--- src/rtl/mem_access_unit.sv ---
// mem_access_unit
// Memory-stage data-access engine. Takes a decoded access request and drives a
// synchronous data memory (read data valid one cycle after dm_re). Word stores
// complete in one cycle, loads in two, and sub-word stores use read-modify-write
// over three cycles.
//
// Ports
//   CLK, RST           clock (rising edge), asynchronous active-high reset
//   mem_en/we/size/sext request valid, store/load, size (00 B, 01 H, 10 W), sign-extend
//   mem_addr, mem_wdata byte address, right-justified store data
//   dm_addr/re/we/wdata word-aligned memory address, read/write strobes, write data
//   dm_rdata           memory read data
//   ld_data, ld_valid  registered extended load result and its one-cycle pulse
//   stall              upstream must hold the request while high
//   GCnt               high during the write phase of a sub-word store
//   align_err          one-cycle pulse after a misaligned or reserved request
//
// state   | meaning
// IDLE    | accept request; word stores finish here
// LD_WAIT | memory data present, extend and register load result
// RMW_RD  | memory data present, merge store lane(s) into it
// RMW_WR  | write merged word back
module mem_access_unit #(
  parameter int AW = 32,
  parameter int DW = 32
) (
  input  logic          CLK,
  input  logic          RST,
  input  logic          mem_en,
  input  logic          mem_we,
  input  logic [1:0]    mem_size,
  input  logic          mem_sext,
  input  logic [AW-1:0] mem_addr,
  input  logic [DW-1:0] mem_wdata,
  output logic [AW-1:0] dm_addr,
  output logic          dm_re,
  output logic          dm_we,
  output logic [DW-1:0] dm_wdata,
  input  logic [DW-1:0] dm_rdata,
  output logic [DW-1:0] ld_data,
  output logic          ld_valid,
  output logic          stall,
  output logic          GCnt,
  output logic          align_err
);

  localparam logic [1:0] S_IDLE    = 2'd0;
  localparam logic [1:0] S_LD_WAIT = 2'd1;
  localparam logic [1:0] S_RMW_RD  = 2'd2;
  localparam logic [1:0] S_RMW_WR  = 2'd3;

  logic [1:0]    state_q, state_d;
  logic [DW-1:0] ld_data_q, ld_data_d;
  logic          ld_valid_q, ld_valid_d;
  logic          align_err_q, align_err_d;
  logic [DW-1:0] merge_q, merge_d;

  logic          misaligned;
  logic [7:0]    byte_sel;
  logic [15:0]   half_sel;
  logic [DW-1:0] load_ext;
  logic [DW-1:0] merged;

  assign dm_addr = {mem_addr[AW-1:2], 2'b00};

  assign misaligned = (mem_size == 2'b11) ||
                      (mem_size == 2'b01 && mem_addr[0]) ||
                      (mem_size == 2'b10 && mem_addr[1:0] != 2'b00);

  // Lane extraction from the read word (little-endian lanes)
  assign byte_sel = dm_rdata[{mem_addr[1:0], 3'b000} +: 8];
  assign half_sel = dm_rdata[{mem_addr[1], 4'b0000} +: 16];

  always_comb begin
    case (mem_size)
      2'b00:   load_ext = {{24{mem_sext & byte_sel[7]}}, byte_sel};
      2'b01:   load_ext = {{16{mem_sext & half_sel[15]}}, half_sel};
      default: load_ext = dm_rdata;
    endcase
  end

  // Store lane(s) overlaid on the word read back from memory
  always_comb begin
    merged = dm_rdata;
    case (mem_size)
      2'b00:   merged[{mem_addr[1:0], 3'b000} +: 8] = mem_wdata[7:0];
      2'b01:   merged[{mem_addr[1], 4'b0000} +: 16] = mem_wdata[15:0];
      default: merged = dm_rdata;
    endcase
  end

  always_comb begin
    state_d     = state_q;
    ld_data_d   = ld_data_q;
    ld_valid_d  = 1'b0;
    align_err_d = 1'b0;
    merge_d     = merge_q;
    dm_re       = 1'b0;
    dm_we       = 1'b0;
    dm_wdata    = mem_wdata;
    stall       = 1'b0;
    GCnt        = 1'b0;
    case (state_q)
      S_IDLE: begin
        if (mem_en) begin
          if (misaligned) begin
            align_err_d = 1'b1;
          end else if (mem_we && mem_size == 2'b10) begin
            dm_we = 1'b1;
          end else begin
            dm_re   = 1'b1;
            stall   = 1'b1;
            state_d = mem_we ? S_RMW_RD : S_LD_WAIT;
          end
        end
      end
      S_LD_WAIT: begin
        ld_data_d  = load_ext;
        ld_valid_d = 1'b1;
        state_d    = S_IDLE;
      end
      S_RMW_RD: begin
        merge_d = merged;
        stall   = 1'b1;
        state_d = S_RMW_WR;
      end
      default: begin
        dm_we    = 1'b1;
        dm_wdata = merge_q;
        GCnt     = 1'b1;
        state_d  = S_IDLE;
      end
    endcase
    // Strobes must drop the instant reset asserts, not at the next edge
    if (RST) begin
      dm_re = 1'b0;
      dm_we = 1'b0;
      stall = 1'b0;
      GCnt  = 1'b0;
    end
  end

  always_ff @(posedge CLK or posedge RST) begin
    if (RST) begin
      state_q     <= S_IDLE;
      ld_data_q   <= '0;
      ld_valid_q  <= 1'b0;
      align_err_q <= 1'b0;
      merge_q     <= '0;
    end else begin
      state_q     <= state_d;
      ld_data_q   <= ld_data_d;
      ld_valid_q  <= ld_valid_d;
      align_err_q <= align_err_d;
      merge_q     <= merge_d;
    end
  end

  assign ld_data   = ld_data_q;
  assign ld_valid  = ld_valid_q;
  assign align_err = align_err_q;

endmodule

--- config.mk ---
export PLATFORM = sky130hd
export DESIGN_NAME = mem_access_unit
export DESIGN_NICKNAME = d
export VERILOG_FILES = /design/src/rtl/mem_access_unit.sv
export SDC_FILE = /design/constraint.sdc
export NUM_CORES = 1
export LEC_CHECK = 0
export BUFFER_PORTS_ARGS = -buffer_cell sky130_fd_sc_hd__buf_2
export CELL_PAD_IN_SITES_DETAIL_PLACEMENT = 0
export CELL_PAD_IN_SITES_GLOBAL_PLACEMENT = 1
export CORE_ASPECT_RATIO = 1.2
export CORE_MARGIN = 2
export CORE_UTILIZATION = 30
export CTS_BUF_LIST = sky130_fd_sc_hd__clkbuf_8 sky130_fd_sc_hd__clkbuf_16
export DETAILED_ROUTE_END_ITERATION = 7
export HOLD_SLACK_MARGIN = 0.15
export PLACE_DENSITY = 0.8
export SYNTH_ARGS = -nofsm -noshare
export SYNTH_HDL_FRONTEND = slang
export SYNTH_SLANG_ARGS = --single-unit
--- constraint.sdc ---
create_clock -name CLK -period 6.03 [get_ports CLK]
set_clock_uncertainty 0.2 [all_clocks]
set_input_delay 1.809 -clock CLK [delete_from_list [all_inputs] [get_ports CLK]]
set_output_delay 1.809 -clock CLK [all_outputs]
set_load 0.02 [all_outputs]
==> results of run 1 <==
-- worst paths after layout --
path	to	start	slack, ps	cells past startpoint
setup / recovery	stall	mem_addr[0]	710	8
hold / removal	ld_data[29]	ld_data[29]	290	1
setup reg to reg	ld_data[21]	state_q[1]	3180	6
hold reg to reg	ld_data[29]	ld_data[29]	290	1
max in group asynchronous	merge_q[10]	RST	3210	3
min in group asynchronous	ld_data[30]	RST	1520	2
-- worst reg2reg max path, cell delays in order, from the launching register on --
cell and delay [ps]:
dfrtp_1 370, inv_1 90, ha_1 180, buf_4 220, inv_1 790, nor2_1 440
a221o_1 440
-- flip-flops by register name (all words and copies together), names as in the netlist --
register   count
ld_valid       1
merge_q       32
state_q        2
ld_data       32
align_err      1
-- where the power goes --
part / switching, W / internal [W] / leakage [nW] / total [W]
clock: 0.000210 / 0.000372 / 0.151 / 0.000582
sequential: 0.000127 / 0.000678 / 0.817 / 0.000806
combinational: 0.000763 / 0.000509 / 1.62 / 0.00127
-- cell families after synthesis --
| family | share of synthesized area |
|---|---|
| compound gates | 0.2534 |
| fa+ha+maj | 0.02469 |
| buf+inv | 0.1064 |
| flops | 0.3730 |
| mux | 0.1015 |
| other cells | 0.0008220 |
| simple gates | 0.1402 |
-- layout by cell type, fill, tap and decap left out, types with 9 or more instances in the layout --
cell type  count
a31oi_1       13
clkbuf_16      9
a21oi_1       16
dfrtp_1       68
nand3_1       10
nand2_1       44
a221o_1       26
inv_1         22
and2_1         9
o22ai_1       14
ha_1           9
buf_2        142
mux2_2        34
nor2_1        44
nor2b_1       11
a22o_1         9
-- through the flow --
step                  util  total power [W]
global route        0.3679         0.002825
detailed placement  0.3461         0.002089
finish              0.3679         0.002660
CTS                 0.3679         0.002681
floorplan                -         0.001694
global placement    0.3461         0.002064
-- cells in the mapped netlist, drive strengths merged (2+ instances only) --
cell,count
dfrtp,68
nor2,46
buf,45
nand2,44
mux2,34
a221o,26
inv,23
clkbuf,21
o22ai,19
a21oi,17
a31oi,13
nor2b,11
and2,10
nand3,10
a22o,9
ha,9
a21o,8
a221oi,8
mux2i,8
o2bb2ai,7
a211o,6
a32oi,6
a41oi,6
o21ai,6
a22oi,4
nand2b,4
and3,3
a2111oi,2
nand4,2
-- final cells by class --
| class | count | area, µm² | area share |
|---|---|---|---|
| clock buffer | 10 | 239.0 | 0.04342 |
| clock inverter | 6 | 87.58 | 0.01591 |
| inverter | 23 | 86.33 | 0.01569 |
| multi-input combinational | 332 | 2379 | 0.4321 |
| sequential | 68 | 1702 | 0.3092 |
| tap | 204 | 255.2 | 0.04637 |
| timing repair buffer | 148 | 755.7 | 0.1373 |
-- metal layers --
layer  wire [µm]  GRT usage  vias up
li1            -          -     1956
met1        7007     0.2618     2114
met2        7844     0.3201      201
met3         951    0.03977       45
met4         619     0.1028        0
met5           0          0        -
==> out/qor.csv, run 1 <==
metric,value,unit
Inst Count DP,775,
relative slew slack,0.3064,
RSZ-0062 raised after global routing,false,
ant diodes,0,
Fin Setup TNS,0,ps
final RePlAce weighted congestion,0.8757,
Iteration-0 DRC Markers,322,
Initial DRT Pass Iterations,5,
Final period util,0.8821,
Clock Path Buffers,2,
I/O pin count,205,
pre-CTS setup slack,725.1,ps
"Clk Latency, worst-skew pair",340,ps
Worst Max-Slew Pin Slew,1039,ps
worst setup path class,in -> out,
Buffers on Ports,142,
HPWL Detailed,11.70,mm
leakage,2.591,nW
Synth Flop Type,dfrtp_1,
worst hold margin,287.3,ps
H-Tree Depth,3,
CTS resizes,0,
"Avg Cell Area, Syn",9.348,µm²
Max IR drop VDD,195.7,µV
final hold violations,0,
status,"complete, no violations",
filler cell count,1554,
Final Instance Area,5504,µm²
Seq cells post-synth,68,
share of synthesized registers carrying an async set or reset,1.000,
PwrDens,483.3,nW/µm²
Ys Warns,0,
vias in the first global route,4460,
first-pass GRT wire length,24.90,mm
core area,14960,µm²
Synth cell types,51,
Detailed Route WL,16.42,mm
vias,4316,
Die Width,116.6,µm
Area after DPL,5177,µm²
Post-layout nets,694,
Critical path buffers and inverters,3,
Post-CTS Setup Inserts,0,
layout cells sized above 1,0.3595,
post-synthesis cell type with the largest combined area,dfrtp_1,
CP dominant cell by count,buf_2,
Detail Route Antenna Nets,0,
Final min period,5319,ps
# DRC,0,
family with the most delay on the worst path,buffers and inverters,
Critical-path top delay cell,a31oi_1,
Worst setup EP type,primary output,
hold_buf cts,0,
CTS tree,yes,
Post-Layout Cell Count,791,
Syn-to-layout area delta,20.65,%
"slowest stage delay, CP",290,ps
cts bufs inserted,9,
Die H,139.1,µm
Critical Path RT,4020,ps
Clock Sinks,68,
top post-synthesis cells by area,"dfrtp_1, mux2_2, a221o_1",
vias per cell,5.456,
clock-pin slew on the worst setup and hold paths,50,ps
Finish-stage setup viols,0,
FP Rows,49,
CP startpoint kind,input pin,
largest net degree at the start of global routing,44,
Mapped Area,4562,µm²
initial core utilization,0.3050,
hold crit path type,reg -> reg,
DR WL/cell,20.76,µm
achievable frequency,188.0,MHz
antenna violations before repair,0,
critical-path cell list,buf_2 > inv_1 > ha_1 > nor4bb_1 > a31oi_1 > nand2b_1 > a21oi_1 > buf_2,
crit path max fanout,11,
post-synthesis cell count,488,
Post-synth EDFFs,0,
final worst slack,710.8,ps
Synth top area share,0.3730,
"Seq/Total Area, Yosys",0.3730,
Worst EP arrival,3310,ps
number of max-cap violations,0,
Die ar.,16210,µm²
fin. max-slew vios,0,
CTS root buf,clkbuf_16,
Total GRT Usage,0.2029,
total gr overflow,0,
No activity file was read; power rests on OpenSTA's default activity.
==> run 2, diff against run 1 <==
--- a/config.mk
+++ b/config.mk
@@ -14,7 +14,7 @@
 export CTS_BUF_LIST = sky130_fd_sc_hd__clkbuf_8 sky130_fd_sc_hd__clkbuf_16
 export DETAILED_ROUTE_END_ITERATION = 7
 export HOLD_SLACK_MARGIN = 0.15
-export PLACE_DENSITY = 0.8
+export PLACE_DENSITY_LB_ADDON = 0.1
 export SYNTH_ARGS = -nofsm -noshare
 export SYNTH_HDL_FRONTEND = slang
 export SYNTH_SLANG_ARGS = --single-unit
==> run 2 against run 1 <==
Critical path depth did not move. Setup slack got worse by 17 ps. Global-route usage rose by 0.91 points. Critical endpoint unchanged. Largest power group unchanged.
==> out/qor.csv, run 2 (synthesized netlist as in run 1, its figures left out) <==
metric,value,unit,change
critical-path cell list,buf_2 > inv_1 > ha_1 > nor4bb_1 > a31oi_1 > nand2b_1 > a21oi_1 > buf_2,,
total gr overflow,0,,unchanged
cts bufs inserted,9,,unchanged
Die ar.,16210,µm²,unchanged
Clk pwr share,0.186,,-0.033
Critical-path top delay cell,a31oi_1,,
Hold Crit Depth,1,,unchanged
fin. max-slew vios,0,,unchanged
CP dominant cell by count,buf_2,,
largest net degree at the start of global routing,36,,-18%
Total GRT Usage,0.2119,,+0.009071
"most common cell after layout, fill and taps aside",buf_2,,
hold path start,ld_data[28],,
filler cell count,1616,,+4.0%
Clock Sinks,68,,unchanged
hold crit path type,reg -> reg,,
"Clk Latency, worst-skew pair",340,ps,about the same
hold_buf cts,0,,unchanged
Final period util,0.8850,,+0.002854
Clock Path Buffers,2,,unchanged
Die H,139.1,µm,unchanged
Cell Int Power,0.001459,W,-6.4%
DR WL/cell,21.61,µm,+4.1%
CTS resizes,0,,unchanged
layout cells sized above 1,0.3584,,-0.001093
Max IR drop VDD,165.0,µV,-16%
Post-CTS Setup Inserts,0,,unchanged
FF-to-FF End,ld_data[30],,
CTS tree,yes,,
first-pass GRT wire length,25.79,mm,+3.6%
I/O pin count,205,,unchanged
final hold violations,0,,unchanged
Worst setup EP type,primary output,,
Final Power,0.002558,W,-3.8%
final RePlAce weighted congestion,0.8279,,-5.5%
vias,4227,,-2.1%
"slowest stage delay, CP",290,ps,about the same
Worst Max-Slew Pin Slew,1153,ps,+114.1 ps
initial core utilization,0.3050,,unchanged
Hold Path End,ld_data[28],,
Final min period,5336,ps,+17.21 ps
Critical Path RT,4020,ps,about the same
HPWL Detailed,11.90,mm,+1.7%
antenna violations before repair,0,,unchanged
PwrDens,470.4,nW/µm²,-2.7%
Net Switching,0.001099,W,-0.13%
number of max-cap violations,0,,unchanged
FP Rows,49,,unchanged
Combinational Power Share,0.500,,+0.022
Reg2Reg Depth,6,,unchanged
vias per cell,5.351,,-1.9%
most frequent cells in the layout,"buf_2, dfrtp_1, nor2_1, nand2_1, mux2_2",,
relative slew slack,0.2303,,-0.07618
achievable frequency,187.4,MHz,-0.32%
reg-to-reg startpoint,state_q[1],,
Reg power frac,0.314,,+0.011
Detailed Route WL,17.07,mm,+4.0%
Initial DRT Pass Iterations,4,,-1
Die Width,116.6,µm,unchanged
Worst EP arrival,3330,ps,+20 ps
Iteration-0 DRC Markers,283,,-12%
Buffers on Ports,142,,unchanged
H-Tree Depth,3,,unchanged
vias in the first global route,4257,,-4.6%
Finish-stage setup viols,0,,unchanged
Post-layout nets,694,,unchanged
# DRC,0,,unchanged
CP startpoint kind,input pin,,
clock-pin slew on the worst setup and hold paths,50,ps,about the same
RSZ-0062 raised after global routing,false,,
Syn-to-layout area delta,19.23,%,
CTS root buf,clkbuf_16,,
ant diodes,0,,unchanged
crit path max fanout,11,,unchanged
r2r setup slk,3020,ps,-160 ps
leakage,2.567,nW,-0.94%
Fin Setup TNS,0,ps,unchanged
switch share,0.4297,,+0.01593
core area,14960,µm²,unchanged
worst setup path class,in -> out,,
status,"complete, no violations",,
Detail Route Antenna Nets,0,,unchanged
==> run 2: cell count changes in the layout (fill, tap and decap cells not counted), sizes merged <==
cell | before | now
inv | 23 | 24
clkinv | 1 | 3
bufinv | 2 | 0
clkbuf | 10 | 9
clkinvlp | 3 | 2
==> run 2: per-stage QoR <==
stage                     utilization  cell area (µm²)  std cells  hold WS, ps  setup slack [ps]
after floorplan                     -             4566        489        269.3             875.3
after global placement         0.3463             5180        775        277.1             753.0
after detailed placement       0.3463             5180        775        274.6             704.4
after CTS                      0.3636             5439        790        288.9             695.1
after global routing           0.3636             5439        790        295.9             553.1
final                          0.3636             5439        790        282.8             693.6
==> run 2: worst max path at each step <==
stage	startpoint	to	slack [ps]	depth (start not counted)
global route	mem_addr[0]	stall	550	8
CTS	mem_addr[0]	stall	700	8
global placement	mem_addr[0]	stall	750	8
floorplan	mem_addr[1]	stall	880	7
detailed placement	mem_addr[0]	stall	700	8
finish	mem_addr[0]	stall	690	8
==> run 2: worst max-delay path: cells and delay by family <==
kind,cells,cell delay [ps]
buf+inv,3,560
simple gates,2,310
compound gates,2,360
fa+ha+maj,1,280
==> run 2: power by group through the flow <==
stage / clock network (W) / logic [W] / registers [W]
6_report: 0.000476 / 0.00128 / 0.000804
3_5_place_dp: 0 / 0.00129 / 0.000809
2_1_floorplan: 0 / 0.000794 / 0.000901
3_3_place_gp: 0 / 0.00128 / 0.000810
5_1_grt: 0.000505 / 0.00140 / 0.000829
4_1_cts: 0.000489 / 0.00130 / 0.000805
==> run 2: cell type report <==
type	count	area, µm²	share of cell area
multi-input combinational	332	2381	0.4378
clock inverter	6	33.78	0.006211
inverter	23	86.33	0.01587
timing repair buffer	148	755.7	0.1389
sequential	68	1702	0.3129
tap	204	255.2	0.04693
clock buffer	9	225.2	0.04141
==> run 2: metal layers <==
metal / track usage / vias to the layer above / part of all wire
met3: 0.03103 / 21 / 0.044
met5: 0 / - / 0
li1: - / 1957 / -
met2: 0.3397 / 141 / 0.50
met4: 0.08297 / 0 / 0.016
met1: 0.2863 / 2108 / 0.44
